File: src/rtl/button_pio_debounce_irq_if.sv
// Avalon-MM slave bus bundle for the debounced button PIO.
// The master drives the strobes, address and write data; the slave returns readdata.
interface button_pio_debounce_irq_if;
    logic        chipselect;
    logic [1:0]  address;
    logic        read;
    logic        write;
    logic [31:0] writedata;
    logic [31:0] readdata;

    modport master (
        output chipselect,
        output address,
        output read,
        output write,
        output writedata,
        input  readdata
    );

    modport slave (
        input  chipselect,
        input  address,
        input  read,
        input  write,
        input  writedata,
        output readdata
    );
endinterface

File: src/rtl/button_pio_debounce_irq.sv
// N-channel button input port: 2-flop synchroniser, per-channel debounce, edge capture with
// write-1-to-clear, maskable level IRQ, and an Avalon-MM register window.
module button_pio_debounce_irq #(
    parameter int unsigned WIDTH           = 4,
    parameter int unsigned DEBOUNCE_CYCLES = 50000,
    parameter int unsigned EDGE_MODE       = 0,
    parameter bit          ACTIVE_LOW      = 1'b1
) (
    input  logic                            clk,
    input  logic                            reset,
    input  logic [WIDTH-1:0]                in_port,
    button_pio_debounce_irq_if.slave        bus,
    output logic                            irq
);

    localparam int unsigned      CntWidth = $clog2(DEBOUNCE_CYCLES);
    localparam logic [CntWidth-1:0] CntLast = CntWidth'(DEBOUNCE_CYCLES - 1);
    localparam logic [WIDTH-1:0] Released = {WIDTH{ACTIVE_LOW}};

    localparam logic [1:0] AddrData = 2'd0;
    localparam logic [1:0] AddrMask = 2'd2;
    localparam logic [1:0] AddrEdge = 2'd3;

    logic [WIDTH-1:0]    sync1_q, sync2_q;
    logic [WIDTH-1:0]    stable_q, stable_d;
    logic [CntWidth-1:0] cnt_q [WIDTH];
    logic [CntWidth-1:0] cnt_d [WIDTH];
    logic [WIDTH-1:0]    prev_q;
    logic [WIDTH-1:0]    mask_q, mask_d;
    logic [WIDTH-1:0]    edgecap_q, edgecap_d;
    logic [31:0]         readdata_q, rdata_d;
    logic                irq_q;

    logic [WIDTH-1:0]    pressed;
    logic [WIDTH-1:0]    edge_hit;
    logic [WIDTH-1:0]    w1c;
    logic                cs_wr, cs_rd;
    logic                unused_wdata;

    // Only the low WIDTH bits of writedata carry register content.
    assign unused_wdata = ^bus.writedata;

    assign cs_wr   = bus.chipselect & bus.write;
    assign cs_rd   = bus.chipselect & bus.read;
    assign pressed = stable_q ^ Released;

    // A channel accepts a new level only after DEBOUNCE_CYCLES consecutive disagreeing
    // samples; any return to the stable level restarts the count.
    always_comb begin
        stable_d = stable_q;
        cnt_d    = cnt_q;
        for (int unsigned i = 0; i < WIDTH; i++) begin
            if (sync2_q[i] == stable_q[i]) begin
                cnt_d[i] = '0;
            end else if (cnt_q[i] == CntLast) begin
                stable_d[i] = sync2_q[i];
                cnt_d[i]    = '0;
            end else begin
                cnt_d[i] = cnt_q[i] + 1'b1;
            end
        end
    end

    always_comb begin
        edge_hit = '0;
        if (EDGE_MODE == 32'd0) begin
            edge_hit = pressed & ~prev_q;
        end else if (EDGE_MODE == 32'd1) begin
            edge_hit = ~pressed & prev_q;
        end else begin
            edge_hit = pressed ^ prev_q;
        end
    end

    // A fresh edge overrides a same-cycle clear of that bit.
    always_comb begin
        w1c       = (cs_wr && bus.address == AddrEdge) ? bus.writedata[WIDTH-1:0] : '0;
        mask_d    = (cs_wr && bus.address == AddrMask) ? bus.writedata[WIDTH-1:0] : mask_q;
        edgecap_d = (edgecap_q & ~w1c) | edge_hit;
    end

    always_comb begin
        rdata_d = '0;
        case (bus.address)
            AddrData: rdata_d = 32'(pressed);
            AddrMask: rdata_d = 32'(mask_q);
            AddrEdge: rdata_d = 32'(edgecap_q);
            default:  rdata_d = '0;
        endcase
    end

    always_ff @(posedge clk) begin
        if (reset) begin
            sync1_q    <= Released;
            sync2_q    <= Released;
            stable_q   <= Released;
            cnt_q      <= '{default: '0};
            prev_q     <= '0;
            mask_q     <= '0;
            edgecap_q  <= '0;
            readdata_q <= '0;
            irq_q      <= 1'b0;
        end else begin
            sync1_q   <= in_port;
            sync2_q   <= sync1_q;
            stable_q  <= stable_d;
            cnt_q     <= cnt_d;
            prev_q    <= pressed;
            mask_q    <= mask_d;
            edgecap_q <= edgecap_d;
            irq_q     <= |(edgecap_d & mask_d);
            if (cs_rd) begin
                readdata_q <= rdata_d;
            end
        end
    end

    assign bus.readdata = readdata_q;
    assign irq          = irq_q;

endmodule
File: src/flat_wrapper.sv
// flat-port wrapper written by rule: the top's interface ports become plain ports
module button_pio_debounce_irq_flat 
#(
    parameter int unsigned WIDTH           = 4,
    parameter int unsigned DEBOUNCE_CYCLES = 50000,
    parameter int unsigned EDGE_MODE       = 0,
    parameter bit          ACTIVE_LOW      = 1'b1
)
  (clk, reset, in_port, irq, bus_chipselect, bus_address, bus_read, bus_write, bus_writedata, bus_readdata);
  button_pio_debounce_irq_if bus_i ();
  input  logic clk;
  input  logic reset;
  input  logic [WIDTH-1:0] in_port;
  output logic irq;
  input wire logic [$bits(bus_i.chipselect)-1:0] bus_chipselect;
  input wire logic [$bits(bus_i.address)-1:0] bus_address;
  input wire logic [$bits(bus_i.read)-1:0] bus_read;
  input wire logic [$bits(bus_i.write)-1:0] bus_write;
  input wire logic [$bits(bus_i.writedata)-1:0] bus_writedata;
  output wire logic [$bits(bus_i.readdata)-1:0] bus_readdata;
  assign bus_i.chipselect = bus_chipselect;
  assign bus_i.address = bus_address;
  assign bus_i.read = bus_read;
  assign bus_i.write = bus_write;
  assign bus_i.writedata = bus_writedata;
  assign bus_readdata = bus_i.readdata;
  button_pio_debounce_irq #(.WIDTH(WIDTH), .DEBOUNCE_CYCLES(DEBOUNCE_CYCLES), .EDGE_MODE(EDGE_MODE), .ACTIVE_LOW(ACTIVE_LOW)) u_core (.clk(clk), .reset(reset), .in_port(in_port), .bus(bus_i), .irq(irq));
endmodule
File: config.mk
export PLATFORM = sky130hd
export DESIGN_NAME = button_pio_debounce_irq_flat
export DESIGN_NICKNAME = d
export VERILOG_FILES = /design/src/rtl/button_pio_debounce_irq_if.sv /design/src/rtl/button_pio_debounce_irq.sv /design/src/flat_wrapper.sv
export SDC_FILE = /design/constraint.sdc
export NUM_CORES = 1
export LEC_CHECK = 0
export CORE_MARGIN = 2
export CORE_UTILIZATION = 45
export CTS_CLUSTER_DIAMETER = 50
export DETAILED_ROUTE_END_ITERATION = 8
export GPL_ROUTABILITY_DRIVEN = 0
export PLACE_DENSITY = 0.73
export SKIP_CTS_REPAIR_TIMING = 1
export SYNTH_ARGS = -nofsm -noshare
export SYNTH_HDL_FRONTEND = slang
export SYNTH_SLANG_ARGS = --single-unit
File: constraint.sdc
create_clock -name clk -period 1.6 [get_ports clk]
set_input_delay 0.32 -clock clk [delete_from_list [all_inputs] [get_ports clk]]
set_output_delay 0.32 -clock clk [all_outputs]
set_load 0.01 [all_outputs]
==> results of run 1 <==
## final cells by class
cell class | count | area (sq um) | share of cell area, %
inverter | 7 | 26.28 | 0.5397
tap | 111 | 138.9 | 2.853
multi-input combinational | 340 | 2102 | 43.18
timing repair buffer | 60 | 518.0 | 10.64
sequential | 93 | 1877 | 38.55
clock inverter | 6 | 68.82 | 1.414
clock buffer | 10 | 137.6 | 2.827
## registers in the layout (all words and copies together), names as in the netlist
name / flops
u_core.edgecap_q: 4
u_core.cnt_q: 64
u_core.bus.readdata: 4
u_core.sync2_q: 4
u_core.mask_q: 4
u_core.irq: 1
u_core.stable_q: 4
u_core.sync1_q: 4
u_core.prev_q: 4
## worst max path at each step
stage | from | end | slack, ns | depth (start not counted)
after global placement | bus_address[0] | u_core.irq | -0.17 | 6
after floorplan | u_core.cnt_q[50] | u_core.cnt_q[61] | 0.03 | 4
after CTS | u_core.cnt_q[55] | u_core.cnt_q[63] | 0.0006 | 4
after detailed placement | bus_address[0] | u_core.irq | -0.22 | 6
after global routing | u_core.cnt_q[32] | u_core.cnt_q[45] | -0.001 | 6
final | u_core.cnt_q[55] | u_core.cnt_q[61] | 0.04 | 4
## per-stage QoR
| stage | instances | utilization (%) | instance area, sq um | hold slack (ns) |
|---|---|---|---|---|
| 4_1_cts | 626 | 52.80 | 4810 | 0.4127 |
| 3_3_place_gp | 610 | 50.54 | 4603 | 0.3953 |
| 2_1_floorplan | 488 | - | 4252 | 0.3895 |
| 5_1_grt | 627 | 53.45 | 4868 | 0.4357 |
| 3_5_place_dp | 610 | 50.54 | 4603 | 0.3936 |
| 6_report | 627 | 53.45 | 4868 | 0.4075 |
## cells in the mapped netlist, types with 4 or more instances
cell type,count
dfxtp_1,93
nor2_1,69
buf_4,28
xor2_1,24
nand4_1,23
xnor2_1,23
nand3_1,18
a21oi_1,17
nand2_1,15
clkbuf_1,13
o21ai_0,13
and3_1,12
or3_1,12
nor3_1,10
or2_2,8
and4_1,7
inv_1,7
nor4bb_1,6
and2_1,5
mux2_2,5
a211o_1,4
a211oi_1,4
a21boi_0,4
ha_1,4
nor4_1,4
o21ba_2,4
## power groups by stage
stage	Combinational (W)	Clock, W	Sequential (W)
2_1_floorplan	0.000144	0	0.00240
3_3_place_gp	0.000178	0	0.00240
3_5_place_dp	0.000180	0	0.00240
4_1_cts	0.000181	0.00165	0.00234
5_1_grt	0.000199	0.00176	0.00234
6_report	0.000180	0.00162	0.00234
## cell families after synthesis
logic type / Yosys count / synth area share [%]
adder cells (fa/ha/maj): 4 / 1.206
buffers and inverters: 55 / 7.627
multiplexers: 8 / 2.080
other: 1 / 0.09036
flip-flops: 93 / 44.86
AND/OR/NAND/NOR: 202 / 26.41
AO/OA/AOI/OAI: 51 / 7.808
XOR/XNOR: 47 / 9.918
## layer usage
metal,vias up,part of all wire (%),global-route usage [%]
li1,1646,-,-
met1,1532,48,21.41
met2,57,47,27.29
met3,11,3.3,3.134
met4,0,1.6,6.639
met5,-,0,0
## worst max-delay path, stage by stage, from the launching register on
cell	delay [ns]
dfxtp_4	0.37
nand3_2	0.08
or4_4	0.55
or3_1	0.36
a21oi_1	0.14
==> results_dict.tcl, run 1 <==
set metrics [dict create \
    intPower_w 0.003193 \
    ys_top_cells_by_area "dfxtp_1, nor2_1, buf_4" \
    ctsLongestPathBuffers 2 \
    grt_pass1_vias 3019 \
    finalNetCount 558 \
    cts_tree "yes" \
    row_count 35 \
    via_per_inst 5.177 \
    power.share.combinational_pct 4.3 \
    start_kind "register" \
    routed_wl_microns 7752 \
    async_flop_share_pct 0 \
    hp-start "u_core.sync1_q[3]" \
    hpwl_microns 5572 \
    rr_startpoint "u_core.cnt_q[55]" \
    numCtsBuffers 9 \
    final_common_cell "dfxtp_1" \
    regToRegSetupSlack_ns 0.04 \
    synth.distinct_cells 43 \
    cts.sinks 93 \
    ant_nets 0 \
    root_buffer "clkbuf_8" \
    ys_seq_elements 93 \
    max-cap-violations 0 \
    clk_latency_ns 0.36 \
    cp.arrival_ns 1.85 \
    drt_iter0_markers 103 \
    synth-edff-count 0 \
    wl_per_cell_microns 12.36 \
    drv_slew 0 \
    peakVddDrop_mv 0.3858 \
    track_usage_pct 16.53 \
    hold_depth 1 \
    setup_viol 0 \
    pre_cts_ws_ns -0.2168 \
    postSynthCellCount 461 \
    grt_overflow 0 \
    clkPwrFrac_pct 39.1 \
    netlist_area_sq_um 4150 \
    grt_pass1_wl_microns 13400 \
    syn_avg_cell_area_sq_um 9.003 \
    endpoint_kind "register" \
    worst_slack_ns 0.03967 \
    fin_crit_ns 1.560 \
    drive_gt1_share_pct 18.80 \
    drc_errors 0 \
    power_frac_seq_pct 56.6 \
    vias 3246 \
    finClkSkew_ns 0.01493 \
    dr.pass1.iters 4 \
    worstPathMaxFanout 3 \
    synth.top_cell.area_share_pct 44.86 \
    yosysWarnings 0 \
    port_buffers 19 \
    tns_ns 0 \
    n_fill_cell 813 \
    holdPathEnd "u_core.sync2_q[3]" \
    rr_endpoint "u_core.cnt_q[61]" \
    areaGrowthSynthToFinish_pct 17.30 \
    leakage_nw 1.850 \
    path_clk_slew_ns 0.10 \
    fin_crit_sh_pct 97.52 \
    antenna_found_initial 0 \
    die_y_microns 100.0 \
    core_sq_um 9109 \
    hp-class "register to register" \
    synth_seq_area_share_pct 44.86 \
    p_per_area_nw_per_um2 849.6 \
    diodes 0 \
    ys.flop_type "dfxtp_1" \
    die_area_sq_um 10010 \
    htreeDepth 3 \
    power.total_w 0.004136 \
    switchingPower_w 0.0009432 \
    yosys.area.top_type "dfxtp_1" \
    swShare_pct 22.80 \
    status "completed" \
    grt_max_degree 27 \
    layout_common_cells "dfxtp_1, nor2_1, buf_4" \
    die-width_microns 100.0 \
    hold_viol_final 0 \
    crit_type "register to register" \
    reg2regPathDepth 4 \
    start_util_pct 45.56 \
    ios 76 \
    critPathRequiredTime_ns 1.89 \
    max_clock_freq_mhz 640.9 \
]
Note: power is estimated with default switching activity, not from simulation.
==> inputs of run 2 (changes only) <==
--- a/config.mk
+++ b/config.mk
@@ -12,6 +12,7 @@
 export GPL_ROUTABILITY_DRIVEN = 0
 export PLACE_DENSITY = 0.73
 export SKIP_CTS_REPAIR_TIMING = 1
+export SLEW_MARGIN = 30
 export SYNTH_ARGS = -nofsm -noshare
 export SYNTH_HDL_FRONTEND = slang
 export SYNTH_SLANG_ARGS = --single-unit
==> constraint.sdc (replaced) <==
create_clock -name clk -period 1.39 [get_ports clk]
set_input_delay 0.2085 -clock clk [delete_from_list [all_inputs] [get_ports clk]]
set_output_delay 0.2085 -clock clk [all_outputs]
set_load 0.01 [all_outputs]
==> run 2 against run 1 <==
Against the previous run:
- the flow now finishes with violations (negative setup slack)
- utilization grew 7.8 points
- clock power grew 25%
- global-route usage grew 0.55 points
- clock skew grew 0.00087 ns
- via count grew 5.6%
- design area grew 15%
- sequential share of layout area shrank 4.3 points
- hold slack is essentially flat
- largest cell class unchanged
- largest power group unchanged
==> results_dict.tcl, run 2 (synthesized netlist as in run 1, its figures left out) <==
set metrics [dict create \
    status "finished with violations" \
    violations "negative setup slack" \
    diodes 0 \
    final_common_cell "buf_4" \
    antenna_found_initial 0 \
    htreeDepth 3 \
    drc_errors 0 \
    p_per_area_nw_per_um2 886.2 \
    dp.cells 648 \
    fin_util_pct 61.26 \
    tns_ns -1.964 \
    numCtsBuffers 9 \
    leakage_nw 2.165 \
    endpoint_kind "register" \
    max-cap-violations 0 \
    drv_slew 0 \
    ctsLongestPathBuffers 2 \
    worst_slack_ns -0.1430 \
    path_clk_slew_ns 0.10 \
    largest_register "u_core.cnt_q" \
    fin_crit_ns 1.533 \
    critPathRequiredTime_ns 1.64 \
    clk_latency_ns 0.37 \
    grt_pass1_vias 3168 \
    grt_overflow 0 \
    via_per_inst 5.103 \
    port_buffers 19 \
    largest_reg_flops 64 \
    grt_pass1_wl_microns 13900 \
    areaGrowthSynthToFinish_pct 34.46 \
    ios 76 \
    fin_crit_sh_pct 110.3 \
    wl_per_cell_microns 13.61 \
    die_area_sq_um 10010 \
    row_count 35 \
    max_clock_freq_mhz 652.3 \
    hold_viol_final 0 \
    routed_wl_microns 9147 \
    vias 3429 \
    track_usage_pct 17.07 \
    grt_max_degree 17 \
    hp-class "input port to register" \
    dr.pass1.iters 4 \
    start_kind "register" \
    finClkSkew_ns 0.01580 \
    die_y_microns 100.0 \
    layout_common_cells "buf_4, nor2_1, dfxtp_1" \
    final_cells 672 \
    ant_nets 0 \
    root_buffer "clkbuf_8" \
    rsz0062_at_grt "yes" \
    cts.sinks 93 \
    worstPathMaxFanout 4 \
    drive_gt1_share_pct 37.25 \
    hpwl_microns 6091 \
    finalNetCount 603 \
    die-width_microns 100.0 \
    peakVddDrop_mv 0.5697 \
    setup_viol 39 \
    core_sq_um 9109 \
    drt_iter0_markers 74 \
    crit_type "register to register" \
    start_util_pct 45.56 \
    pre_cts_ws_ns -0.2824 \
    whs_ns 0.4074 \
    cp.arrival_ns 1.79 \
    cts_tree "yes" \
]
-- run 2: cell types whose count changed in the layout (fill, tap and decap cells not counted), sizes merged --
cell and change:
clkinv +1, dlymetal6s2s +2, bufinv +1, buf +44
clkdlybuf4s50 -2, clkbuf -1, inv -1, nand2 +1
-- run 2: through the flow --
stage,total power (W),area (sq um)
global placement,0.002969,4930
detailed placement,0.002976,4930
floorplan,0.002928,4299
CTS,0.004956,5152
global route,0.005104,5580
finish,0.004946,5580
-- run 2: area by class of cell --
| class | count | area (sq um) |
|---|---|---|
| multi-input cells | 341 | 2384 |
| clock buffers | 9 | 123.9 |
| fillers | 731 | 3528 |
| flip-flops and latches | 93 | 1913 |
| clock inverters | 7 | 98.84 |
| inverters | 7 | 26.28 |
| well taps | 111 | 138.9 |
| repair buffers | 104 | 895.9 |
-- run 2: path summary, 6_finish.rpt --
check | from | to | slack, ns | cells after the start
worst max-delay path | u_core.cnt_q[6] | u_core.stable_q[3] | -0.14 | 4
worst min-delay path | in_port[3] | u_core.sync1_q[3] | 0.41 | 2
worst max register to register | u_core.cnt_q[6] | u_core.stable_q[3] | -0.14 | 4
worst min register to register | u_core.sync1_q[2] | u_core.sync2_q[2] | 0.41 | 1
-- run 2: per-layer routing --
metal	GRT usage, %	up-vias	wire, microns
met3	3.064	18	276
met2	28.53	52	4509
met4	7.165	0	192
met1	21.80	1619	4169
met5	0	-	0
li1	-	1740	-
-- run 2: critical path, stage by stage (launching register included) --
cell	delay, ns
dfxtp_1	0.40
nor4b_1	0.34
nand4b_1	0.23
buf_6	0.20
a211o_1	0.25
-- run 2: power breakdown --
group	internal, W	switching, W
combinational	0.000111	0.000120
sequential	0.00268	0.0000123
clock	0.00102	0.000998
total	0.00382	0.00113
